## src/rtl/fib_serial_sequencer_if.sv

```systemverilog
// Purpose : start/result handshake bundle for the bit-serial Fibonacci
//           sequencer.
// Signals : start    - request a computation (sampled only while idle)
//           n        - Fibonacci index, sampled with start
//           busy     - run in progress
//           done     - one-cycle pulse, result/overflow valid from here
//           result   - F(n) mod 2^WIDTH, held until the next done
//           overflow - F(n) did not fit in WIDTH bits, held with result
// Modports: master drives start/n, slave (the sequencer) drives the rest.
interface fib_serial_sequencer_if #(
  parameter int WIDTH = 64,
  parameter int N_W   = 7
);
  logic             start;
  logic [N_W-1:0]   n;
  logic             busy;
  logic             done;
  logic [WIDTH-1:0] result;
  logic             overflow;

  modport master (output start, n, input busy, done, result, overflow);
  modport slave  (input start, n, output busy, done, result, overflow);
endinterface

```

## src/rtl/fib_serial_sequencer.sv

```systemverilog
// Purpose : computes F(n) with a single one-bit full adder, spending WIDTH
//           clock cycles per addition. Operands rotate through the adder
//           LSB first; the sum is collected MSB-in in a shift register.
// Ports   : clk   - system clock, rising edge
//           reset - asynchronous, active-high
//           bus   - slave side of fib_serial_sequencer_if
//                   (start, n in; busy, done, result, overflow out)

module full_adder (
  input  logic i_a,
  input  logic i_b,
  input  logic i_cin,
  output logic o_sum,
  output logic o_carry
);
  assign o_sum   = i_a ^ i_b ^ i_cin;
  assign o_carry = (i_a & i_b) | (i_cin & (i_a ^ i_b));
endmodule

// state | meaning
// IDLE  | waiting for start; result/overflow hold the last run
// ADD   | one bit of a+b per cycle, LSB first, WIDTH cycles
// STEP  | shift the Fibonacci pair, update overflow, count iteration
// DONE  | single-cycle done pulse
module fib_serial_sequencer #(
  parameter int WIDTH = 64,
  parameter int N_W   = 7
) (
  input  logic                  clk,
  input  logic                  reset,
  fib_serial_sequencer_if.slave bus
);
  localparam int BW = $clog2(WIDTH);
  localparam logic [BW-1:0] LAST_BIT = BW'(WIDTH - 1);

  typedef enum logic [1:0] {S_IDLE, S_ADD, S_STEP, S_DONE} state_t;

  state_t           r_state;
  logic [WIDTH-1:0] r_a;
  logic [WIDTH-1:0] r_b;
  logic [WIDTH-1:0] r_s;
  logic             r_carry;
  logic [BW-1:0]    r_bitcnt;
  logic [N_W-1:0]   r_k;
  logic             r_busy;
  logic             r_done;
  logic [WIDTH-1:0] r_result;
  logic             r_overflow;

  logic w_sum;
  logic w_carry;

  full_adder u_fa (
    .i_a     (r_a[0]),
    .i_b     (r_b[0]),
    .i_cin   (r_carry),
    .o_sum   (w_sum),
    .o_carry (w_carry)
  );

  assign bus.busy     = r_busy;
  assign bus.done     = r_done;
  assign bus.result   = r_result;
  assign bus.overflow = r_overflow;

  always_ff @(posedge clk or posedge reset) begin
    if (reset) begin
      r_state    <= S_IDLE;
      r_a        <= '0;
      r_b        <= '0;
      r_s        <= '0;
      r_carry    <= 1'b0;
      r_bitcnt   <= '0;
      r_k        <= '0;
      r_busy     <= 1'b0;
      r_done     <= 1'b0;
      r_result   <= '0;
      r_overflow <= 1'b0;
    end else begin
      r_done <= 1'b0;
      case (r_state)
        S_IDLE: begin
          if (bus.start) begin
            r_a        <= '0;
            r_b        <= WIDTH'(1);
            r_k        <= bus.n;
            r_carry    <= 1'b0;
            r_bitcnt   <= '0;
            r_overflow <= 1'b0;
            if (bus.n == '0) begin
              r_result <= '0;
              r_done   <= 1'b1;
              r_state  <= S_DONE;
            end else begin
              r_busy  <= 1'b1;
              r_state <= S_ADD;
            end
          end
        end
        S_ADD: begin
          // a and b rotate so they are intact again after WIDTH cycles
          r_a      <= {r_a[0], r_a[WIDTH-1:1]};
          r_b      <= {r_b[0], r_b[WIDTH-1:1]};
          r_s      <= {w_sum, r_s[WIDTH-1:1]};
          r_carry  <= w_carry;
          r_bitcnt <= r_bitcnt + 1'b1;
          if (r_bitcnt == LAST_BIT) r_state <= S_STEP;
        end
        S_STEP: begin
          r_a      <= r_b;
          r_b      <= r_s;
          r_k      <= r_k - 1'b1;
          r_carry  <= 1'b0;
          r_bitcnt <= '0;
          // the last iteration builds F(n+1), whose carry-out is irrelevant
          if (r_k != N_W'(1) && r_carry) r_overflow <= 1'b1;
          if (r_k == N_W'(1)) begin
            r_result <= r_b;
            r_busy   <= 1'b0;
            r_done   <= 1'b1;
            r_state  <= S_DONE;
          end else begin
            r_state <= S_ADD;
          end
        end
        S_DONE:  r_state <= S_IDLE;
        default: r_state <= S_IDLE;
      endcase
    end
  end
endmodule

```

## src/flat_wrapper.sv

```systemverilog
// flat-port wrapper written by rule: the top's interface ports become plain ports
module fib_serial_sequencer_flat 
#(
  parameter int WIDTH = 64,
  parameter int N_W   = 7
)
  (clk, reset, bus_start, bus_n, bus_busy, bus_done, bus_result, bus_overflow);
  fib_serial_sequencer_if #(.WIDTH(WIDTH), .N_W(N_W)) bus_i ();
  input  logic clk;
  input  logic reset;
  input wire logic [$bits(bus_i.start)-1:0] bus_start;
  input wire logic [$bits(bus_i.n)-1:0] bus_n;
  output wire logic [$bits(bus_i.busy)-1:0] bus_busy;
  output wire logic [$bits(bus_i.done)-1:0] bus_done;
  output wire logic [$bits(bus_i.result)-1:0] bus_result;
  output wire logic [$bits(bus_i.overflow)-1:0] bus_overflow;
  assign bus_i.start = bus_start;
  assign bus_i.n = bus_n;
  assign bus_busy = bus_i.busy;
  assign bus_done = bus_i.done;
  assign bus_result = bus_i.result;
  assign bus_overflow = bus_i.overflow;
  fib_serial_sequencer #(.WIDTH(WIDTH), .N_W(N_W)) u_core (.clk(clk), .reset(reset), .bus(bus_i));
endmodule
```

## config.mk

```make
export PLATFORM = sky130hd
export DESIGN_NAME = fib_serial_sequencer_flat
export DESIGN_NICKNAME = d
export VERILOG_FILES = /design/src/rtl/fib_serial_sequencer_if.sv /design/src/rtl/fib_serial_sequencer.sv /design/src/flat_wrapper.sv
export SDC_FILE = /design/constraint.sdc
export NUM_CORES = 1
export LEC_CHECK = 0
export ABC_CLOCK_PERIOD_IN_PS = 14300
export BUFFER_PORTS_ARGS = -buffer_cell sky130_fd_sc_hd__clkbuf_2
export CORE_AREA = 2 2 169 171
export DETAILED_ROUTE_END_ITERATION = 12
export DIE_AREA = 0 0 171 173
export MAX_ROUTING_LAYER = met4
export PLACE_DENSITY = 0.68
export REMOVE_ABC_BUFFERS = 1
export SLEW_MARGIN = 10
export SYNTH_ARGS = -nofsm -noshare
export SYNTH_HDL_FRONTEND = slang
export SYNTH_SLANG_ARGS = --single-unit
```

## constraint.sdc

```tcl
create_clock -name clk -period 14.3 [get_ports clk]
set_input_delay 1.43 -clock clk [delete_from_list [all_inputs] [get_ports clk]]
set_output_delay 1.43 -clock clk [all_outputs]
set_load 0.02 [all_outputs]
```

* Word-level counts from Yosys, hierarchy flattened
Cells that the tools add are included.
** Cells by class
- Bitwise operators :: 5
- $mul :: 0
- Reduce and logical (&&, ||, !) cells :: 11
- Order comparisons :: 0
- Shift-type cells :: 0
- Multiplexer cells :: 29
- Equality and inequality tests :: 12
- $add $sub $neg :: 2
- Divide/modulo/power cells :: 0
** Operator list (number)
- $pmux 64 s3 :: 2
- $mux 64 :: 5
- $pmux 64 s2 :: 1
- $pmux 6 s3 :: 1
- $pmux 7 s2 :: 1
- $mux 1 :: 8
- $mux 2 :: 4
- $ne 2x1->1 const B :: 4
- $pmux 2 s4 :: 1
- $reduce_and 4->1 :: 2
- $eq 7x1->1 const B :: 1
- $logic_not 7->1 :: 1
- $mux 7 :: 1
- $ne 7x1->1 const B :: 1
- $sub 7x1->7 const B :: 1
- $add 6x1->6 const B :: 1
- $eq 6x6->1 const B :: 1
- $mux 6 :: 1
- $pmux 1 s2 :: 3
- $reduce_and 2->1 :: 3
- $eq 2x2->1 const B :: 2
- $ne 2x2->1 const B :: 2
- $pmux 1 s3 :: 1
- $reduce_and 3->1 :: 1
- other kinds (8) :: 10
** Storage, ports and cells
- Memories kept :: 0
- Logic and storage cells :: 70
- Bits in latches :: 0
- Input port bits :: 10
- Bits in writable memories :: 0
- ROM bits :: 0
- Output and inout bits :: 67
- Register bits :: 275

* Logic depth before layout (Yosys ltp)
Gate-level depths: netlist of run 1.
- Word-level depth :: 4
- Mapped depth :: 9
- Gate-level depth less buffers :: 6

* Modules after synthesis
A second synthesis of run 1 with hierarchy kept.
** Unflattened totals
- Cell total of the unflattened synthesis :: 1103
- Area total of the unflattened synthesis :: 11893.9 sq um
** By module, submodules not included
- fib_serial_sequencer :: cells each 1102, instances 1, area each 11873.9 sq um, seq. area each 6881.6 sq um
- full_adder :: cells each 1, instances 1, area each 20.0 sq um, seq. area each 0.0 sq um

* Least setup slack after synthesis of run 1
Ideal clock, no wire load.
- Path type :: input to register
- Start :: input port bus_n[5]
- End :: register u_core.r_result[10], in the netlist u_core.bus.result[10]
- Path slack :: 11.338 ns
- Arrival :: 2.837 ns
- Stages :: 6
- Library setup time :: 0.125 ns
- Buffers on the path :: 2
- Required time :: 14.175 ns
- Cells stage by stage :: nor4b_1 nand2_1 a221oi_2 buf_6 buf_12 mux2_4
** On the way
- Longest elaborated chain between the ends :: 3
** RTL lines
- start, declared :: RTL line flat_wrapper.sv:12 : input wire logic [$bits(bus_i.n)-1:0] bus_n;
- $logic_not 7->1 :: RTL line fib_serial_sequencer.sv:90 : if (bus.n == '0) begin
- $ne 2x1->1 (no line)
- $reduce_and 4->1 (no line)
- end signal, assigned :: RTL line fib_serial_sequencer.sv:118 : r_result <= r_b;
- end, declared :: RTL line fib_serial_sequencer.sv:47 : logic [WIDTH-1:0] r_result;
Every way passes these cells.
A chain may end at the register's enable or synchronous reset.

* Worst setup path in the final report of run 1
- Start :: input port bus_start
- End :: register u_core.r_a[27]
** On the way
- Longest elaborated chain between the ends :: 2
** RTL lines
- start, declared :: RTL line flat_wrapper.sv:11 : input wire logic [$bits(bus_i.start)-1:0] bus_start;
- $ne 2x2->1 (no line)
- $reduce_and 2->1 (no line)
- end signal, assigned :: RTL line fib_serial_sequencer.sv:102 : r_a <= {r_a[0], r_a[WIDTH-1:1]};
- end signal, assigned :: RTL line fib_serial_sequencer.sv:110 : r_a <= r_b;
- end, declared :: RTL line fib_serial_sequencer.sv:39 : logic [WIDTH-1:0] r_a;
Every way passes these cells.

==> results.tsv, run 1 <==
stage	metric	value	unit
pwr	p_seq_share	51.5	%
pwr	p_switching	316	µW
critical_path	required	14730	ps
grt	grt.total_usage	16.2	%
clock_network	clock-sinks	275	
detailed_routing	wirelength	23000	µm
synth	netlist.area_leader.share	55.5	%
placement	port_buffers	76	
synth	ys_seq_area_share	55.5	%
die	die_width	171	µm
sta	report.final.slew_viol_count	0	
placement	place_ws	9690	ps
die	die_h	173	µm
synth	yosysMostFrequentCell	dfrtp_1	
layout	ff_latch_area	6880	µm²
die	rows	61	
grt	grt_overflow_total	0	
synth	yosys-top-cells-count	dfrtp_1, a22o_1, nor2_1, a21oi_1, clkbuf_1	
clock_network	clk_latency	550	ps
placement	hpwl	12900	µm
clock_network	postCtsSetupRepairBufs	0	
pwr	powerDensity	109	nW/µm²
clock_network	htreeDepth	1	
die	core_area	27600	µm²
critical_path	reg2regPathDepth	8	
detailed_routing	via_per_inst	5.43	
synth	syn-cell-area	12400	µm²
grt	grt_pass1_wl	39400	µm
sta	clock.fmax	244	MHz
clock_network	cts_tree	done	
detailed_routing	vias	8067	
sta	layout_setup_ws	10210	ps
sta	setup_tns	0	ps
critical_path	start_kind	input pin	
run_status	status	complete, no violations	
sta	worstMarginPinSlew	1120	ps
die	start_util	44.9	%
die	die_area	29600	µm²
clock_network	root_buffer	clkbuf_16	
hold_path	min_from	u_core.r_a[59]$_DFFE_PP0P_	
detailed_routing	drtPass1Iterations	7	
grt	grt_max_degree	149	
layout	stdcell_area	13800	µm²
hold_path	hold_path_class	reg -> reg	
critical_path	rr_startpoint	u_core.r_state[0]$_DFFE_PP0P_	
sta	hold_violations	0	
placement	routabilityCongestion	0.728	
grt	antenna_found_initial	0	
critical_path	crit_fanout	106	
critical_path	regToRegSetupSlack	10460	ps
hold_path	whs_path_depth	1	
sta	skew	14.1	ps
layout	fillers	2485	
clock_network	cts_buffers	29	
layout	final_layout_size_suffix_gt1_share	22.6	%
sta	period_needed	4090	ps
layout	n_antenna_cell	0	
hold_path	min_to	u_core.r_a[59]$_DFFE_PP0P_	
detailed_routing	drt-initial-drc-count	635	
synth	yosys_warnings	0	
synth	synth.distinct_cells	40	
sta	timing.final.crit_share	28.6	%
clock_network	ctsHoldBuffers	0	
pwr	total_power	1.51	mW
pwr	p_leak	6.76	nW
synth	syn-instance-count	1061	
pwr	pwr-share-clk	47.4	%
clock_network	clk_pin_slew	60	ps
pwr	vdd_ir_drop_max	0.0846	mV
pwr	intPower	1.20	mW
synth	yosysTopAreaCell	dfrtp_1	
layout	area_growth	11.7	%
die	io_pins	77	
critical_path	r2r-end	u_core.r_a[27]$_DFFE_PP0P_	
placement	placed_cell_area	12900	µm²
layout	multi_input_area	5030	µm²
critical_path	worstPathArrival	4520	ps
synth	synth.area.top_cells	dfrtp_1, a22o_1, mux2_2, mux2_4, a22oi_1	
detailed_routing	ant_nets	0	
synth	synth-main-ff-cell	dfrtp_1	
clock_network	cts_resized	0	
layout	fin_cells	1485	
sta	rsz0062_at_grt	no	
synth	avgSynthCellArea	11.7	µm²
placement	dp_cells	1434	
critical_path	worstSetupPathType	in -> reg	
pwr	switching_share	20.9	%
synth	synth-edff-count	0	
pwr	p_comb_share	1.1	%
detailed_routing	post_drt_wl_per_cell	15.5	µm
detailed_routing	drc	0	
sta	setup_viol	0	
synth	yosys_register_bits	275	
run	cap_violations	0	
clock_network	clock_tree.buffer_depth	3	
layout	nets	1105	
sta	maxSlewHeadroom	25.0	%
critical_path	worstSetupEndpointType	flop	
synth	synthArstFlopShare	100	%
grt	first_global_vias	7813	
-- critical path: stages --
cell and delay (ps):
clkbuf_2 110, and2b_1 290, or2_4 530, buf_4 870, buf_4 850, nor2_1 120
a22o_1 210
-- registers in the layout (all words and copies together), names as in the netlist --
signal	flops
u_core.r_k	7
u_core.r_carry	1
u_core.r_b	64
u_core.bus.result	64
u_core.r_state	2
u_core.bus.busy	1
u_core.r_bitcnt	6
u_core.r_a	64
u_core.bus.done	1
u_core.bus.overflow	1
u_core.r_s	64
-- through the flow --
stage,hold slack (ps),utilization (%)
floorplan,466,-
global placement,481,46.8
detailed placement,492,46.8
CTS,509,50.1
global route,520,50.1
finish,504,50.1
-- cell usage in the layout (no fill, tap or decap), types with 25 or more instances in the layout --
| cell | count |
|---|---|
| nor2_1 | 119 |
| dfrtp_1 | 275 |
| clkbuf_16 | 29 |
| a22o_1 | 130 |
| inv_1 | 25 |
| a22oi_1 | 64 |
| nand2_1 | 42 |
| and2_1 | 49 |
| clkbuf_2 | 76 |
| a21oi_1 | 72 |
| mux2_2 | 69 |
| mux2_4 | 45 |
-- layout make-up --
class	instances	share of cell area (%)
clock buffers	41	5.93
clock inverters	10	0.606
inverters	26	0.759
multi-input cells	670	36.3
flip-flops and latches	275	49.7
well taps	378	3.42
repair buffers	85	3.24
-- routing by layer --
metal  up-vias  wire (µm)  global-route usage, %
met3        38        792                   2.43
met2       117      10600                   24.6
li1       3862          -                      -
met4         0        476                   3.64
met1      4050      11100                   23.0
met5         -          0                      -
-- cell families (layout without fill, tap and decap cells) --
logic type	Yosys count	in the layout	synth area share, %
multiplexers	132	132	13.2
buffers and inverters	116	162	4.33
adder cells (fa/ha/maj)	8	8	0.868
flip-flops	275	275	55.5
AO/OA/AOI/OAI	291	291	17.3
AND/OR/NAND/NOR	239	239	8.76
-- power groups by stage --
stage	clock (mW)	combinational (mW)	sequential (mW)
finish	0.716	0.0172	0.778
global route	0.766	0.0208	0.778
CTS	0.737	0.0187	0.778
detailed placement	0	0.0186	0.792
global placement	0	0.0184	0.792
floorplan	0	0.0116	0.793
-- worst max path at each step --
| stage | startpoint | slack [ps] | cells after the start | endpoint |
|---|---|---|---|---|
| 2_1_floorplan | reset | 5290 | 1 | u_core.bus.busy$_DFFE_PP0P_ |
| 3_3_place_gp | bus_start | 9760 | 7 | u_core.r_a[33]$_DFFE_PP0P_ |
| 6_report | bus_start | 10210 | 7 | u_core.r_a[27]$_DFFE_PP0P_ |
| 5_1_grt | bus_start | 9870 | 7 | u_core.r_b[32]$_DFFE_PP0P_ |
| 4_1_cts | bus_start | 10260 | 7 | u_core.r_a[17]$_DFFE_PP0P_ |
| 3_5_place_dp | bus_start | 9690 | 7 | u_core.r_a[17]$_DFFE_PP0P_ |
Power figures use the tool's default switching activity.
==> run 2, diff against run 1 <==
ABC_CLOCK_PERIOD_IN_PS = 3400   (was 14300)
PLACE_DENSITY = 0.7   (was 0.68)
clock period = 3.4 ns   (was 14.3 ns; I/O delays follow)
==> results.tsv, run 2 (synthesized netlist as in run 1, its figures left out) <==
stage	metric	value	unit
grt	grt_util_met2	27.0	%
run_status	status	complete, no violations	
grt	grt.total_usage	16.8	%
sta	period_needed	2760	ps
die	die_width	171	µm
die	die_area	29600	µm²
hold_path	hold_path_class	in -> reg	
placement	routabilityCongestion	0.806	
sta	hold_violations	0	
critical_path	crit_fanout	29	
clock_network	clk_pin_slew	60	ps
placement	dp_cells	1444	
clock_network	clock-sinks	275	
die	core_area	27600	µm²
critical_path	worstSetupEndpointType	flop	
layout	final_layout_size_suffix_gt1_share	23.8	%
detailed_routing	drc	0	
detailed_routing	ant_nets	0	
clock_network	root_buffer	clkbuf_16	
detailed_routing	vias	8155	
detailed_routing	post_drt_wl_per_cell	15.9	µm
clock_network	clk_latency	550	ps
pwr	total_power	6.69	mW
pwr	p_leak	6.93	nW
layout	final_cell_mix	dfrtp_1, a22o_1, nor2_1, clkbuf_2, a21oi_1	
grt	grt_max_degree	129	
sta	setup_viol	0	
layout	n_antenna_cell	0	
die	die_h	173	µm
grt	use_met1	22.7	%
grt	grt_most_used_layer	met2	
layout	nets	1117	
sta	timing.final.crit_share	81.2	%
die	start_util	44.9	%
placement	port_buffers	76	
sta	rsz0062_at_grt	no	
layout	fillers	2457	
critical_path	worstPathArrival	3180	ps
sta	worstMarginPinSlew	778	ps
sta	clock.fmax	362	MHz
die	rows	61	
die	io_pins	77	
detailed_routing	wirelength	23900	µm
layout	layout_commonest_cell	dfrtp_1	
detailed_routing	via_per_inst	5.43	
sta	skew	12.2	ps
grt	first_global_vias	8127	
sta	maxSlewHeadroom	48.2	%
clock_network	htreeDepth	1	
detailed_routing	drt-initial-drc-count	570	
sta	report.final.slew_viol_count	0	
placement	place_ws	629	ps
detailed_routing	drtPass1Iterations	5	
placement	hpwl	13800	µm
grt	use_met3	2.54	%
pwr	powerDensity	471	nW/µm²
layout	area_growth	14.5	%
layout	fin_cells	1501	
critical_path	required	3820	ps
sta	layout_setup_ws	638	ps
grt	grt_pass1_wl	40800	µm
grt	grt_overflow_total	0	
pwr	vdd_ir_drop_max	0.343	mV
clock_network	cts_resized	0	
critical_path	start_kind	flop	
clock_network	cts_tree	done	
clock_network	cts_buffers	30	
critical_path	worstSetupPathType	reg -> reg	
grt	antenna_found_initial	0	
clock_network	clock_tree.buffer_depth	3	
run	cap_violations	0	
## run 2: cell type report
cell class                      count  area, µm²  share of cell area (%)
Sequential cell                   275       6880                    48.5
Multi-Input combinational cell    670       5030                    35.4
Clock buffer                       46        932                    6.57
Timing Repair Buffer               96        671                    4.72
Tap cell                          378        473                    3.33
Clock inverter                     10        106                   0.749
Inverter                           26        105                   0.740
## run 2: per-layer routing
metal | share of wire [%] | wire length, µm
met1 | 47 | 11200
met2 | 48 | 11400
met3 | 3.5 | 834
met4 | 2.0 | 476
met5 | 0 | 0
## run 2: critical path, cell delays in order, from the launching register on
cell	delay, ps
dfrtp_1	430
inv_1	180
ha_4	190
nor4b_1	350
nand2_1	220
a221oi_4	340
buf_4	490
mux2_2	390
## run 2: power breakdown
group	internal [mW]	total (mW)	switching, mW
Clock	2.03	3.34	1.31
Sequential	3.27	3.27	0
Combinational	0.0114	0.0788	0.0674
Total	5.31	6.69	1.38
## run 2: repair_timing
action,4_1_cts,5_1_grt
hold buffers,1,0
buffers inserted,0,0
hold endpoints to repair,76,0
## run 2: worst paths after layout
| kind | from | endpoint | slack, ps | cells past startpoint |
|---|---|---|---|---|
| max reg2reg | u_core.r_state[0]$_DFFE_PP0P_ | u_core.bus.result[46]$_DFFE_PP0P_ | 640 | 7 |
| min in group asynchronous | reset | u_core.bus.result[43]$_DFFE_PP0P_ | 410 | 3 |
| min reg2reg | u_core.r_bitcnt[1]$_DFFE_PP0P_ | u_core.r_bitcnt[1]$_DFFE_PP0P_ | 500 | 2 |
| max in group asynchronous | reset | u_core.r_a[31]$_DFFE_PP0P_ | 2090 | 4 |
| max | u_core.r_state[0]$_DFFE_PP0P_ | u_core.bus.result[46]$_DFFE_PP0P_ | 640 | 7 |
| min | bus_n[0] | u_core.r_k[0]$_DFFE_PP0P_ | 60 | 3 |
## run 2: stage by stage
step	hold slack [ps]	TNS, ps	area [µm²]	utilization [%]
after global placement	452	0	13100	47.6
after detailed placement	464	0	13100	47.6
after floorplan	466	-1824360	12000	-
final	63.8	0	14200	51.4
after global routing	60.5	0	14200	51.4
after CTS	38.4	0	14200	51.4
==> run 3, diff against run 2 <==
ABC_AREA = 1   (was unset)
ABC_CLOCK_PERIOD_IN_PS = 2300   (was 3400)
clock period = 2.3 ns   (was 3.4 ns; I/O delays follow)
==> results.tsv, run 3 <==
stage	metric	value	unit
hold_path	hold_path_class	in -> reg	
layout	postLayoutCoreUtil	50.7	%
clock_network	root_buffer	clkbuf_16	
die	start_util	44.8	%
die	io_pins	77	
clock_network	cts_resized	0	
synth	synth.area.top_cells	dfrtp_1, nand2_1, inv_1, o21ai_0, o21ai_1	
synth	ys_seq_area_share	55.5	%
grt	grt_max_degree	131	
synth	yosysMostFrequentCell	nand2_1	
layout	final_cell_mix	nand2_1, dfrtp_1, inv_1, o21ai_0, o21ai_1	
synth	yosysTopAreaCell	dfrtp_1	
grt	antenna_found_initial	0	
synth	syn-cell-area	12400	µm²
run_status	status	complete, no violations	
die	die_h	173	µm
sta	worstMarginPinSlew	691	ps
critical_path	worstSetupPathType	reg -> reg	
detailed_routing	drc	0	
detailed_routing	post_drt_wl_per_cell	13.6	µm
clock_network	clk_pin_slew	60	ps
detailed_routing	drt-initial-drc-count	857	
grt	grt.total_usage	18.7	%
layout	n_antenna_cell	0	
critical_path	start_kind	flop	
detailed_routing	vias	9521	
pwr	p_leak	6.32	nW
layout	layout_commonest_cell	nand2_1	
run	cap_violations	0	
sta	rsz0062_at_grt	no	
critical_path	cp-endpoint	u_core.r_bitcnt[0]$_DFFE_PP0P_	
layout	final_layout_size_suffix_gt1_share	10.2	%
grt	first_global_vias	9577	
clock_network	cts_tree	done	
synth	netlist.area_leader.share	55.5	%
synth	synthArstFlopShare	100	%
critical_path	worstPathArrival	2420	ps
detailed_routing	via_per_inst	5.02	
synth	synth-main-ff-cell	dfrtp_1	
sta	period_needed	1960	ps
synth	synth.distinct_cells	33	
clock_network	clock-sinks	275	
critical_path	r2r-end	u_core.r_bitcnt[0]$_DFFE_PP0P_	
sta	maxSlewHeadroom	53.9	%
die	die_area	29600	µm²
sta	report.final.slew_viol_count	0	
synth	avgSynthCellArea	8.43	µm²
placement	routabilityCongestion	0.819	
critical_path	regToRegSetupSlack	340	ps
grt	grt_overflow_total	0	
clock_network	clk_latency	540	ps
sta	hold_violations	0	
layout	fillers	2639	
clock_network	cts_buffers	28	
synth	synth-edff-count	0	
pwr	powerDensity	1030	nW/µm²
die	rows	61	
pwr	total_power	14.4	mW
detailed_routing	drtPass1Iterations	5	
critical_path	startpoint	u_core.r_state[0]$_DFFE_PP0P_	
critical_path	rr_startpoint	u_core.r_state[0]$_DFFE_PP0P_	
sta	worst_hold_slack	39.5	ps
clock_network	clock_tree.buffer_depth	3	
detailed_routing	wirelength	25900	µm
sta	setup_viol	0	
pwr	vdd_ir_drop_max	1.21	mV
die	core_area	27600	µm²
grt	grt_pass1_wl	45700	µm
sta	layout_setup_ws	338	ps
synth	yosys_warnings	0	
sta	skew	7.16	ps
sta	clock.fmax	510	MHz
placement	hpwl	15500	µm
placement	port_buffers	76	
synth	syn-instance-count	1469	
placement	place_ws	317	ps
detailed_routing	ant_nets	0	
critical_path	crit_fanout	40	
hold_path	min_from	bus_start	
synth	yosys_register_bits	275	
synth	yosys-top-cells-count	nand2_1, dfrtp_1, inv_1, o21ai_0, o21ai_1	
clock_network	htreeDepth	1	
die	die_width	171	µm
critical_path	reg2regPathDepth	8	
critical_path	required	2760	ps
sta	timing.final.crit_share	85.3	%
layout	area_growth	13.0	%
layout	nets	1526	
critical_path	worstSetupEndpointType	flop	
==> run 3: cells by family after synthesis <==
family,synth area share [%]
multiplexers,0.0808
AND/OR/NAND/NOR,18.4
flip-flops,55.5
adder cells (fa/ha/maj),0.869
XOR/XNOR,0.0707
AO/OA/AOI/OAI,14.7
buffers and inverters,10.3
==> run 3: final cells by class <==
type | instances | area [µm²] | share of cell area [%]
multi-input cells | 885 | 4250 | 30.3
clock buffers | 37 | 796 | 5.68
repair buffers | 101 | 736 | 5.25
well taps | 378 | 473 | 3.38
clock inverters | 4 | 45.0 | 0.322
inverters | 217 | 827 | 5.91
flip-flops and latches | 275 | 6880 | 49.1
==> run 3: worst min-delay path by stage <==
stage                                              endpoint  slack, ps  cells after the start
after detailed placement  u_core.bus.result[35]$_DFFE_PP0P_        420                      2
after floorplan                   u_core.r_k[1]$_DFFE_PP0P_        390                      2
final                             u_core.bus.done$_DFF_PP0_         40                      3
after global placement    u_core.bus.result[24]$_DFFE_PP0P_        410                      2
after CTS                         u_core.bus.done$_DFF_PP0_         10                      3
after global routing              u_core.bus.done$_DFF_PP0_         50                      3
==> run 3: repair_timing <==
item / 4_1_cts / 5_1_grt
hold buffers: 2 / 0
hold endpoints to repair: 90 / 0
buffers inserted: 0 / 0
setup endpoints to repair: 0 / 0
==> run 3: through the flow <==
stage,setup TNS [ps],instance area [µm²],std cells
finish,0,14000,1897
global route,0,14000,1897
CTS,0,14000,1897
detailed placement,0,13100,1854
global placement,0,13100,1854
floorplan,-1968390,11900,1377
==> run 3: power by group <==
part           switching [mW]  total, mW  internal (mW)
clock                    1.77       4.26           2.49
sequential              0.230       5.43           5.20
combinational            3.61       4.70           1.09
==> run 3: critical path, cell delays in order, from the launching register on <==
cell and delay, ps:
dfrtp_1 440, inv_1 90, ha_1 280, nand2_2 150, nand2_2 120, inv_4 100, buf_4 390, nand2_1 140
mux2i_1 160
==> run 3: metal layers <==
| metal | vias to the layer above | wire (µm) | GRT usage, % | part of all wire (%) |
|---|---|---|---|---|
| met2 | 180 | 12000 | 30.0 | 46 |
| li1 | 4744 | - | - | - |
| met3 | 30 | 1090 | 2.33 | 4.2 |
| met5 | - | 0 | - | 0 |
| met4 | 0 | 522 | 4.87 | 2.0 |
| met1 | 4567 | 12300 | 25.4 | 47 |
